==> src/rtl/ext_mem_slave.sv <==
// ext_mem_slave: latency-programmable byte-wide memory responder for the
// dual-channel master bus of the HLS `main` accelerator. Each channel runs its
// own IDLE/WAIT/DONE sequencer; the shared byte array is preloadable, has a
// combinational dump port and is deliberately left out of reset.

// Per-channel request sequencer: latches one transaction, counts the delay,
// then presents a one-cycle completion pulse (plus read data for reads).
module ext_mem_chan #(
  parameter int RD_DLY = 2,
  parameter int WR_DLY = 1
) (
  input  logic       clock,
  input  logic       reset,
  input  logic       i_oe,
  input  logic       i_we,
  input  logic       i_inr,
  input  logic [7:0] i_rbyte,
  output logic       o_wr,
  output logic       o_rdy,
  output logic [7:0] o_rdata,
  output logic       o_err
);
  typedef enum logic [1:0] {S_IDLE, S_WAIT, S_DONE} state_t;

  state_t     r_state, w_nxt;
  logic [3:0] r_cnt, w_cnt_nxt;
  logic       r_is_rd, w_is_rd_nxt;
  logic [7:0] r_data, w_data_nxt;
  logic       r_err, w_err_set;
  logic       r_rdy;
  logic [7:0] r_rdata;
  logic       w_start_wr;

  // Next-state, counter and latch selection; requests only count in IDLE
  always_comb begin
    w_nxt       = r_state;
    w_cnt_nxt   = r_cnt;
    w_is_rd_nxt = r_is_rd;
    w_data_nxt  = r_data;
    w_err_set   = 1'b0;
    w_start_wr  = 1'b0;
    case (r_state)
      S_IDLE: begin
        if (i_inr) begin
          if (i_oe && i_we) begin
            w_err_set = 1'b1;
          end else if (i_oe) begin
            w_is_rd_nxt = 1'b1;
            w_data_nxt  = i_rbyte;
            w_cnt_nxt   = 4'(RD_DLY - 1);
            w_nxt       = (RD_DLY == 1) ? S_DONE : S_WAIT;
          end else if (i_we) begin
            w_start_wr  = 1'b1;
            w_is_rd_nxt = 1'b0;
            w_cnt_nxt   = 4'(WR_DLY - 1);
            w_nxt       = (WR_DLY == 1) ? S_DONE : S_WAIT;
          end
        end
      end
      S_WAIT: begin
        w_cnt_nxt = r_cnt - 4'd1;
        if (r_cnt <= 4'd1) w_nxt = S_DONE;
      end
      S_DONE:  w_nxt = S_IDLE;
      default: w_nxt = S_IDLE;
    endcase
  end

  // State, counter, latched request and registered completion outputs
  always_ff @(posedge clock or negedge reset) begin
    if (!reset) begin
      r_state <= S_IDLE;
      r_cnt   <= '0;
      r_is_rd <= 1'b0;
      r_data  <= '0;
      r_err   <= 1'b0;
      r_rdy   <= 1'b0;
      r_rdata <= '0;
    end else begin
      r_state <= w_nxt;
      r_cnt   <= w_cnt_nxt;
      r_is_rd <= w_is_rd_nxt;
      r_data  <= w_data_nxt;
      r_err   <= r_err | w_err_set;
      r_rdy   <= (w_nxt == S_DONE);
      r_rdata <= (w_nxt == S_DONE && w_is_rd_nxt) ? w_data_nxt : 8'h00;
    end
  end

  assign o_wr    = w_start_wr;
  assign o_rdy   = r_rdy;
  assign o_rdata = r_rdata;
  assign o_err   = r_err;
endmodule

module ext_mem_slave #(
  parameter int MEMSIZE     = 32,
  parameter int BASE_ADDR   = 0,
  parameter int ADDR_W      = 7,
  parameter int READ_DELAY  = 2,
  parameter int WRITE_DELAY = 1
) (
  input  logic                clock,
  input  logic                reset,
  input  logic [1:0]          Mout_oe_ram,
  input  logic [1:0]          Mout_we_ram,
  input  logic [2*ADDR_W-1:0] Mout_addr_ram,
  input  logic [15:0]         Mout_Wdata_ram,
  input  logic [7:0]          Mout_data_ram_size,
  output logic [15:0]         M_Rdata_ram,
  output logic [1:0]          M_DataRdy,
  input  logic                load_we,
  input  logic [ADDR_W-1:0]   load_addr,
  input  logic [7:0]          load_data,
  input  logic [ADDR_W-1:0]   dump_addr,
  output logic [7:0]          dump_data,
  output logic [1:0]          err
);
  localparam int NCH   = 2;
  localparam int IDX_W = (MEMSIZE > 1) ? $clog2(MEMSIZE) : 1;

  logic [7:0] r_mem [MEMSIZE];

  logic [NCH-1:0]            w_inr, w_wr, w_rdy, w_err;
  logic [NCH-1:0][IDX_W-1:0] w_idx;
  logic [NCH-1:0][7:0]       w_mask, w_rbyte, w_rdata, w_wdata;

  for (genvar ch = 0; ch < NCH; ch++) begin : g_ch
    logic [31:0] w_a;
    logic [3:0]  w_sz;
    assign w_a          = 32'(Mout_addr_ram[ch*ADDR_W +: ADDR_W]);
    assign w_sz         = Mout_data_ram_size[ch*4 +: 4];
    assign w_inr[ch]    = (w_a >= 32'(BASE_ADDR)) && (w_a < 32'(BASE_ADDR + MEMSIZE));
    assign w_idx[ch]    = IDX_W'(w_a - 32'(BASE_ADDR));
    // Widths of 8 or more select the whole byte; width 0 writes nothing
    assign w_mask[ch]   = (w_sz >= 4'd8) ? 8'hFF : 8'((9'd1 << w_sz) - 9'd1);
    assign w_wdata[ch]  = Mout_Wdata_ram[ch*8 +: 8];
    assign w_rbyte[ch]  = r_mem[w_idx[ch]];

    ext_mem_chan #(.RD_DLY(READ_DELAY), .WR_DLY(WRITE_DELAY)) u_chan (
      .clock   (clock),
      .reset   (reset),
      .i_oe    (Mout_oe_ram[ch]),
      .i_we    (Mout_we_ram[ch]),
      .i_inr   (w_inr[ch]),
      .i_rbyte (w_rbyte[ch]),
      .o_wr    (w_wr[ch]),
      .o_rdy   (w_rdy[ch]),
      .o_rdata (w_rdata[ch]),
      .o_err   (w_err[ch])
    );
  end

  // Storage: preload first, then bus writes so channel 1 has the last word
  always_ff @(posedge clock) begin
    if (load_we && (32'(load_addr) < 32'(MEMSIZE)))
      r_mem[load_addr[IDX_W-1:0]] <= load_data;
    for (int ch = 0; ch < NCH; ch++) begin
      if (w_wr[ch])
        r_mem[w_idx[ch]] <= (w_wdata[ch] & w_mask[ch]) | (r_mem[w_idx[ch]] & ~w_mask[ch]);
    end
  end

  // Combinational readback; indices past the array read as zero
  always_comb begin
    dump_data = 8'h00;
    if (32'(dump_addr) < 32'(MEMSIZE)) dump_data = r_mem[dump_addr[IDX_W-1:0]];
  end

  assign M_Rdata_ram = w_rdata;
  assign M_DataRdy   = w_rdy;
  assign err         = w_err;
endmodule
==> config.mk <==
export PLATFORM = sky130hd
export DESIGN_NAME = ext_mem_slave
export DESIGN_NICKNAME = d
export VERILOG_FILES = /design/src/rtl/ext_mem_slave.sv
export SDC_FILE = /design/constraint.sdc
export NUM_CORES = 1
export LEC_CHECK = 0
export CORE_MARGIN = 1
export CORE_UTILIZATION = 57
export DETAILED_ROUTE_END_ITERATION = 8
export PLACE_DENSITY = 0.87
export SKIP_LAST_GASP = 1
export SYNTH_ARGS = -nofsm -noshare
export SYNTH_HDL_FRONTEND = slang
export SYNTH_HIERARCHICAL = 1
export SYNTH_SLANG_ARGS = --single-unit
==> constraint.sdc <==
create_clock -name clock -period 3.4 [get_ports clock]
set_clock_uncertainty 0.05 [all_clocks]
set_input_delay 0.68 -clock clock [delete_from_list [all_inputs] [get_ports clock]]
set_output_delay 0.68 -clock clock [all_outputs]
set_load 0.05 [all_outputs]
==> results of run 1 <==
stage by stage:
stage	setup TNS [ps]	area, um2	setup WS [ps]	hold WS (ps)
CTS	-1.42	32600	-1.42	323
detailed placement	-50740	31400	-398	423
global placement	-23260	31400	-315	403
floorplan	0	26100	59.5	334
metal layers:
metal,GRT overflow,global-route usage (%)
met1,5,72.8
met2,27,84.6
met3,5,66.5
met4,25,65.8
met5,1,53.0
cells by family after synthesis:
logic type               Yosys count
buffers and inverters            329
XOR/XNOR                           6
multiplexers                     369
AO/OA/AOI/OAI                    931
AND/OR/NAND/NOR                  716
adder cells (fa/ha/maj)            6
flip-flops                       306
what timing repair did:
| action | in CTS |
|---|---|
| pin swaps | 1 |
| endpoints found under the setup margin | 3 |
| setup buffers | 1 |
| resized for setup | 7 |
| hold endpoints to repair | 0 |
| gates cloned | 2 |
==> impl_summary.txt, run 1 <==
----------------------------------------------------
[Floorplan]
  I/O pin cnt ... 95
  DIE HEIGHT ... ~220 um
  Number of standard-cell rows in the floorplan ... about 80
  Die width ... about 220 um
  Initial Util ... 57.7%

[Yosys]
  Share of the synthesized area in compound gates (AO/OA/AOI/OAI) ... 27.0%
  Post-Synthesis Net Count ... roughly 2700
  Synth top cells by count ... nor2_1, mux2i_1, edfxtp_1
  Post-synthesis area per instance ... just under 10 um2
  Post-synthesis mux area share ... 18.1%
  Portion of the post-synthesis area used by sequential elements ... between 30% and 40%
  Leading cell type by number of instances after synthesis ... nor2_1
  Number of standard cells after synthesis ... between 2000 and 3000
  Seq cells post-synth ... 306
  Library cell occupying the most area in the post-synthesis netlist ... edfxtp_1
  Share of the synthesized area in the top cell type ... slightly below 30%
  Adder-cell share of the synthesized area ... less than 1%
  Flip-flop cell with the highest count after synthesis ... edfxtp_1
  Count of yosys warnings during synthesis ... 6
  Largest cells by area after synthesis ... edfxtp_1, mux2i_1, mux4_2
  Post-synthesis cell area ... 26100 um2
  Unique cell type count in the Yosys netlist ... 74
  Share of flip-flops with an asynchronous set or reset ... between 10% and 20%
  Main combinational cell family by area after synthesis ... compound AO/OA/AOI/OAI gates
  Synth Area in Simple Gates ... roughly 14%
  XOR/XNOR share of the synthesized area ... less than 1%
  Number of enable-type register cells in the synthesized netlist ... approximately 260

[Placement]
  Weighted congestion at the end of routability-driven global placement ... roughly 1.5
  Total of buffers placed on input and output ports ... 94
  Detail Placement HPWL ... 94200 um
  Cells after DPL ... 3592

[Outcome]
  Result of the run ... stopped before the end
  Tool Error ... [ERROR GRT-0232] Routing congestion too high. Check the congestion heatmap in the GUI.
  Halt point of the flow ... 5_1_grt

[Timing]
  Worst EP Category ... output port
  Post-GRT worst EP ... dump_data[7]

[Clock network]
  CTS HTree Levels ... 2
  Count of hold-fix buffers inserted at cts ... 0
  Clock sink total ... 306
  Inserted Clock Buffers ... 34
  Clock tree root buffer cell ... clkbuf_16
  Buffers from clock root to sink, at most ... 3

[Global route]
  Largest net degree at the start of global routing ... 51
  Total routing resource utilization after global routing ... roughly three quarters
  Total congestion overflow ... 63

----------------------------------------------------
==> run 2, diff against run 1 <==
--- a/config.mk
+++ b/config.mk
@@ -6,9 +6,9 @@
 export NUM_CORES = 1
 export LEC_CHECK = 0
 export CORE_MARGIN = 1
-export CORE_UTILIZATION = 57
+export CORE_UTILIZATION = 40
 export DETAILED_ROUTE_END_ITERATION = 8
-export PLACE_DENSITY = 0.87
+export PLACE_DENSITY_LB_ADDON = 0.15
 export SKIP_LAST_GASP = 1
 export SYNTH_ARGS = -nofsm -noshare
 export SYNTH_HDL_FRONTEND = slang
==> constraint.sdc (replaced) <==
create_clock -name clock -period 4.4 [get_ports clock]
set_clock_uncertainty 0.05 [all_clocks]
set_input_delay 0.88 -clock clock [delete_from_list [all_inputs] [get_ports clock]]
set_output_delay 0.88 -clock clock [all_outputs]
set_load 0.05 [all_outputs]
==> run 2 against run 1 <==
Compared with the run above: the run now ends clean; synthesized cell count did not move; area after synthesis did not move.
==> impl_summary.txt, run 2 <==
----------------------------------------------------
[Route]
  Post-DR vias/cell ... between 7 and 8
  1st-iter DRT viols ... roughly 4700
  Post-route antenna net violation count ... 0
  First-pass iteration count of the detailed router ... 6
  Via count of the routed design ... 26875
  Wire length reported by the detailed router ... around 150000 um
  Wire per inst ... slightly above 40 um
  Remaining DRCs ... 0

[Pwr]
  Net switching power ... about 3000 uW
  IR Drop Worst-Case VDD ... 0.000191 V
  Static leakage ... between 0.01 and 0.015 uW
  Switching power as a share of total power ... ~33%
  Fraction of power consumed by sequential logic ... roughly 38%
  Total power of the final layout ... approximately 9000 uW
  Int Power ... roughly 6000 uW
  Clock network power share ... 34.9%
  Share of power burned in combinational logic ... a little over a quarter
  Power density normalized to cell area ... ~290 nW/um2

[Clock network]
  Buffers from clock root to sink, at most ... 3 (unchanged)
  Clock tree root buffer cell ... clkbuf_16
  Inserted Clock Buffers ... 39 (+15%)
  Post-CTS Setup Repair Bufs ... 0 (-1)
  Count of hold-fix buffers inserted at cts ... 0 (unchanged)
  Later-pin clock latency in the skew report ... 580 ps
  CTS HTree Levels ... 2 (unchanged)
  Clock tree from TritonCTS ... done
  Cts repair resizes ... 0 (-7)
  Clock sink total ... 306 (unchanged)
  Clock slew at the register clock pins of the worst setup and hold paths ... around 70 ps

[Floorplan]
  Initial Util ... 40.5% (-17 points)
  Area of the die ... 66400 um2
  Number of standard-cell rows in the floorplan ... 93 (+19%)
  Core Box Area ... ~64000 um2
  DIE HEIGHT ... 258 um (+19%)
  Die width ... 258 um (+19%)
  I/O pin cnt ... 95 (unchanged)

[Timing]
  Fin crit share ... between 90% and 100%
  Worst rel slew slack ... 25.1%
  Final critical-path setup slack ... approximately 400 ps
  Setup repair after global routing missed its margin ... no
  Final max-slew violation count ... 0
  Setup TNS Final ... 0 ps
  Worst hold slack across all endpoints ... 180 ps
  Pin slew with the least headroom to its limit ... 1120 ps
  Maximum operating frequency ... 0.251 GHz
  Final number of setup-violating endpoints ... 0
  Hold Fails Final Rpt ... 0
  Period minus WS final ... about 4000 ps

[Finish]
  Final Net Count ... roughly 2900
  Register area ... about 8900 um2
  Fill cells ... 5955
  Most frequent cells in the layout ... buf_4, nor2_1, mux2i_1
  Area growth from synthesis to layout ... 20.1%
  Most common cell after layout, fill and taps aside ... buf_4
  Max reg flops ... 256
  Fraction of layout instances using a drive strength above 1 ... between 20 and 30%
  Combined area of the multi-input logic cells ... around 16000 um2

[Yosys]
  Adder-cell share of the synthesized area ... 0.287% (unchanged)
  XOR/XNOR share of the synthesized area ... 0.201% (unchanged)
  Post-synthesis area per instance ... 9.81 um2 (unchanged)
  Number of standard cells after synthesis ... 2663 (unchanged)
  Flip-flop cell with the highest count after synthesis ... edfxtp_1
  Share of the synthesized area in the top cell type ... 29.4% (unchanged)
  Synth Area in Simple Gates ... 13.8% (unchanged)
  Share of the synthesized area in compound gates (AO/OA/AOI/OAI) ... 27.0% (unchanged)
  Synth top cells by count ... nor2_1, mux2i_1, edfxtp_1
  Leading cell type by number of instances after synthesis ... nor2_1
  Post-synthesis cell area ... 26100 um2 (unchanged)
  Largest cells by area after synthesis ... edfxtp_1, mux2i_1, mux4_2
  Portion of the post-synthesis area used by sequential elements ... 34.2% (unchanged)
  Unique cell type count in the Yosys netlist ... 74 (unchanged)
  Number of enable-type register cells in the synthesized netlist ... 256 (unchanged)
  Count of yosys warnings during synthesis ... 6 (unchanged)
  Seq cells post-synth ... 306 (unchanged)
  Share of flip-flops with an asynchronous set or reset ... 16.3% (unchanged)
  Post-Synthesis Net Count ... 2736 (unchanged)
  Library cell occupying the most area in the post-synthesis netlist ... edfxtp_1
  Main combinational cell family by area after synthesis ... compound AO/OA/AOI/OAI gates
  Post-synthesis mux area share ... 18.1% (unchanged)

[Global route]
  Total congestion overflow ... 0
  Vias in the first global route ... roughly 24000
  First-pass GRT wire length ... 202000 um
  Largest net degree at the start of global routing ... 39
  Number of antenna violations at the first check in global routing ... 10
  Total routing resource utilization after global routing ... ~44%

[Flow run]
  Max-cap violations ... 0

[Setup path]
  Kind of end point of the critical path ... output pin
  Maximum fanout along the worst path ... 15
  Endpoint of the worst register-to-register path ... r_mem[2][5]$_DFFE_PP_
  Critical register-to-register path startpoint ... g_ch[1].u_chan/r_state[0]$_DFF_PN0_
  Crit path required time ... roughly 3500 ps
  Setup Crit Path Kind ... in -> out
  Setup slack of the worst register-to-register path ... roughly 1200 ps
  Number of cells traversed by the worst register-to-register path ... 10
  Data arrival, critical path ... just over 3000 ps
  Type of origin of the critical path ... input port

[Placement]
  Weighted congestion at the end of routability-driven global placement ... 1.12 (-26%)
  Total of buffers placed on input and output ports ... 94 (unchanged)
  Worst slack at placement ... 191 ps (+588 ps)
  Detail Placement HPWL ... 109000 um (+15%)

[Min path]
  Path category of the worst min-delay check ... in -> async

[Outcome]
  Result of the run ... finished, final reports clean

----------------------------------------------------
-- run 2: cell type report --
cell class / instances / share of cell area (%)
multi-input cells: 2028 / 49.7
flip-flops and latches: 306 / 28.5
repair buffers: 453 / 14.4
clock buffers: 53 / 3.44
well taps: 855 / 3.41
clock inverters: 15 / 0.399
inverters: 14 / 0.167
diodes: 2 / 0.0159
-- run 2: routing by layer --
metal,part of all wire [%],global-route usage [%]
met1,38,59.7
met2,40,62.2
met3,15,16.1
met4,6.2,22.2
met5,0.037,0
-- run 2: kinds of logic after synthesis --
kind of cell	after synthesis
DFF	306
and+or+nand+nor	716
xor gates and xnor gates	6
buffers and inverters	329
muxes	369
AOI/OAI and AO/OA	931
adders and majority gates	6
-- run 2: worst max-delay path by stage --
stage	startpoint	cells past startpoint	endpoint	slack [ps]
final	dump_addr[0]	6	dump_data[2]	410
after global routing	dump_addr[0]	7	dump_data[3]	390
after CTS	dump_addr[0]	7	dump_data[3]	420
after detailed placement	Mout_addr_ram[9]	10	r_mem[0][6]$_DFFE_PP_	190
after global placement	Mout_addr_ram[9]	9	r_mem[0][6]$_DFFE_PP_	190
after floorplan	dump_addr[0]	5	dump_data[6]	440
-- run 2: stage by stage --
| step | util [%] | instance area [um2] | std cells |
|---|---|---|---|
| 3_5_place_dp | 46.8 | 30200 | 3656 |
| 3_3_place_gp | 46.8 | 30200 | 3656 |
| 6_report | 48.7 | 31400 | 3726 |
| 2_1_floorplan | - | 26100 | 2663 |
| 5_1_grt | 48.7 | 31400 | 3724 |
| 4_1_cts | 48.7 | 31400 | 3724 |
-- run 2: power groups by stage --
stage / clock [uW] / combinational [uW] / sequential [uW]
global route: 3260 / 2510 / 3450
CTS: 3160 / 2370 / 3430
floorplan: 0 / 1340 / 3480
global placement: 0 / 2340 / 3480
detailed placement: 0 / 2360 / 3490
finish: 3150 / 2450 / 3440
-- run 2: worst max-delay path, stage by stage --
cell,delay [ps]
buf_4,230
buf_12,230
mux4_2,570
mux4_2,530
a22o_1,360
buf_4,230
No activity file was read; power rests on OpenSTA's default activity.
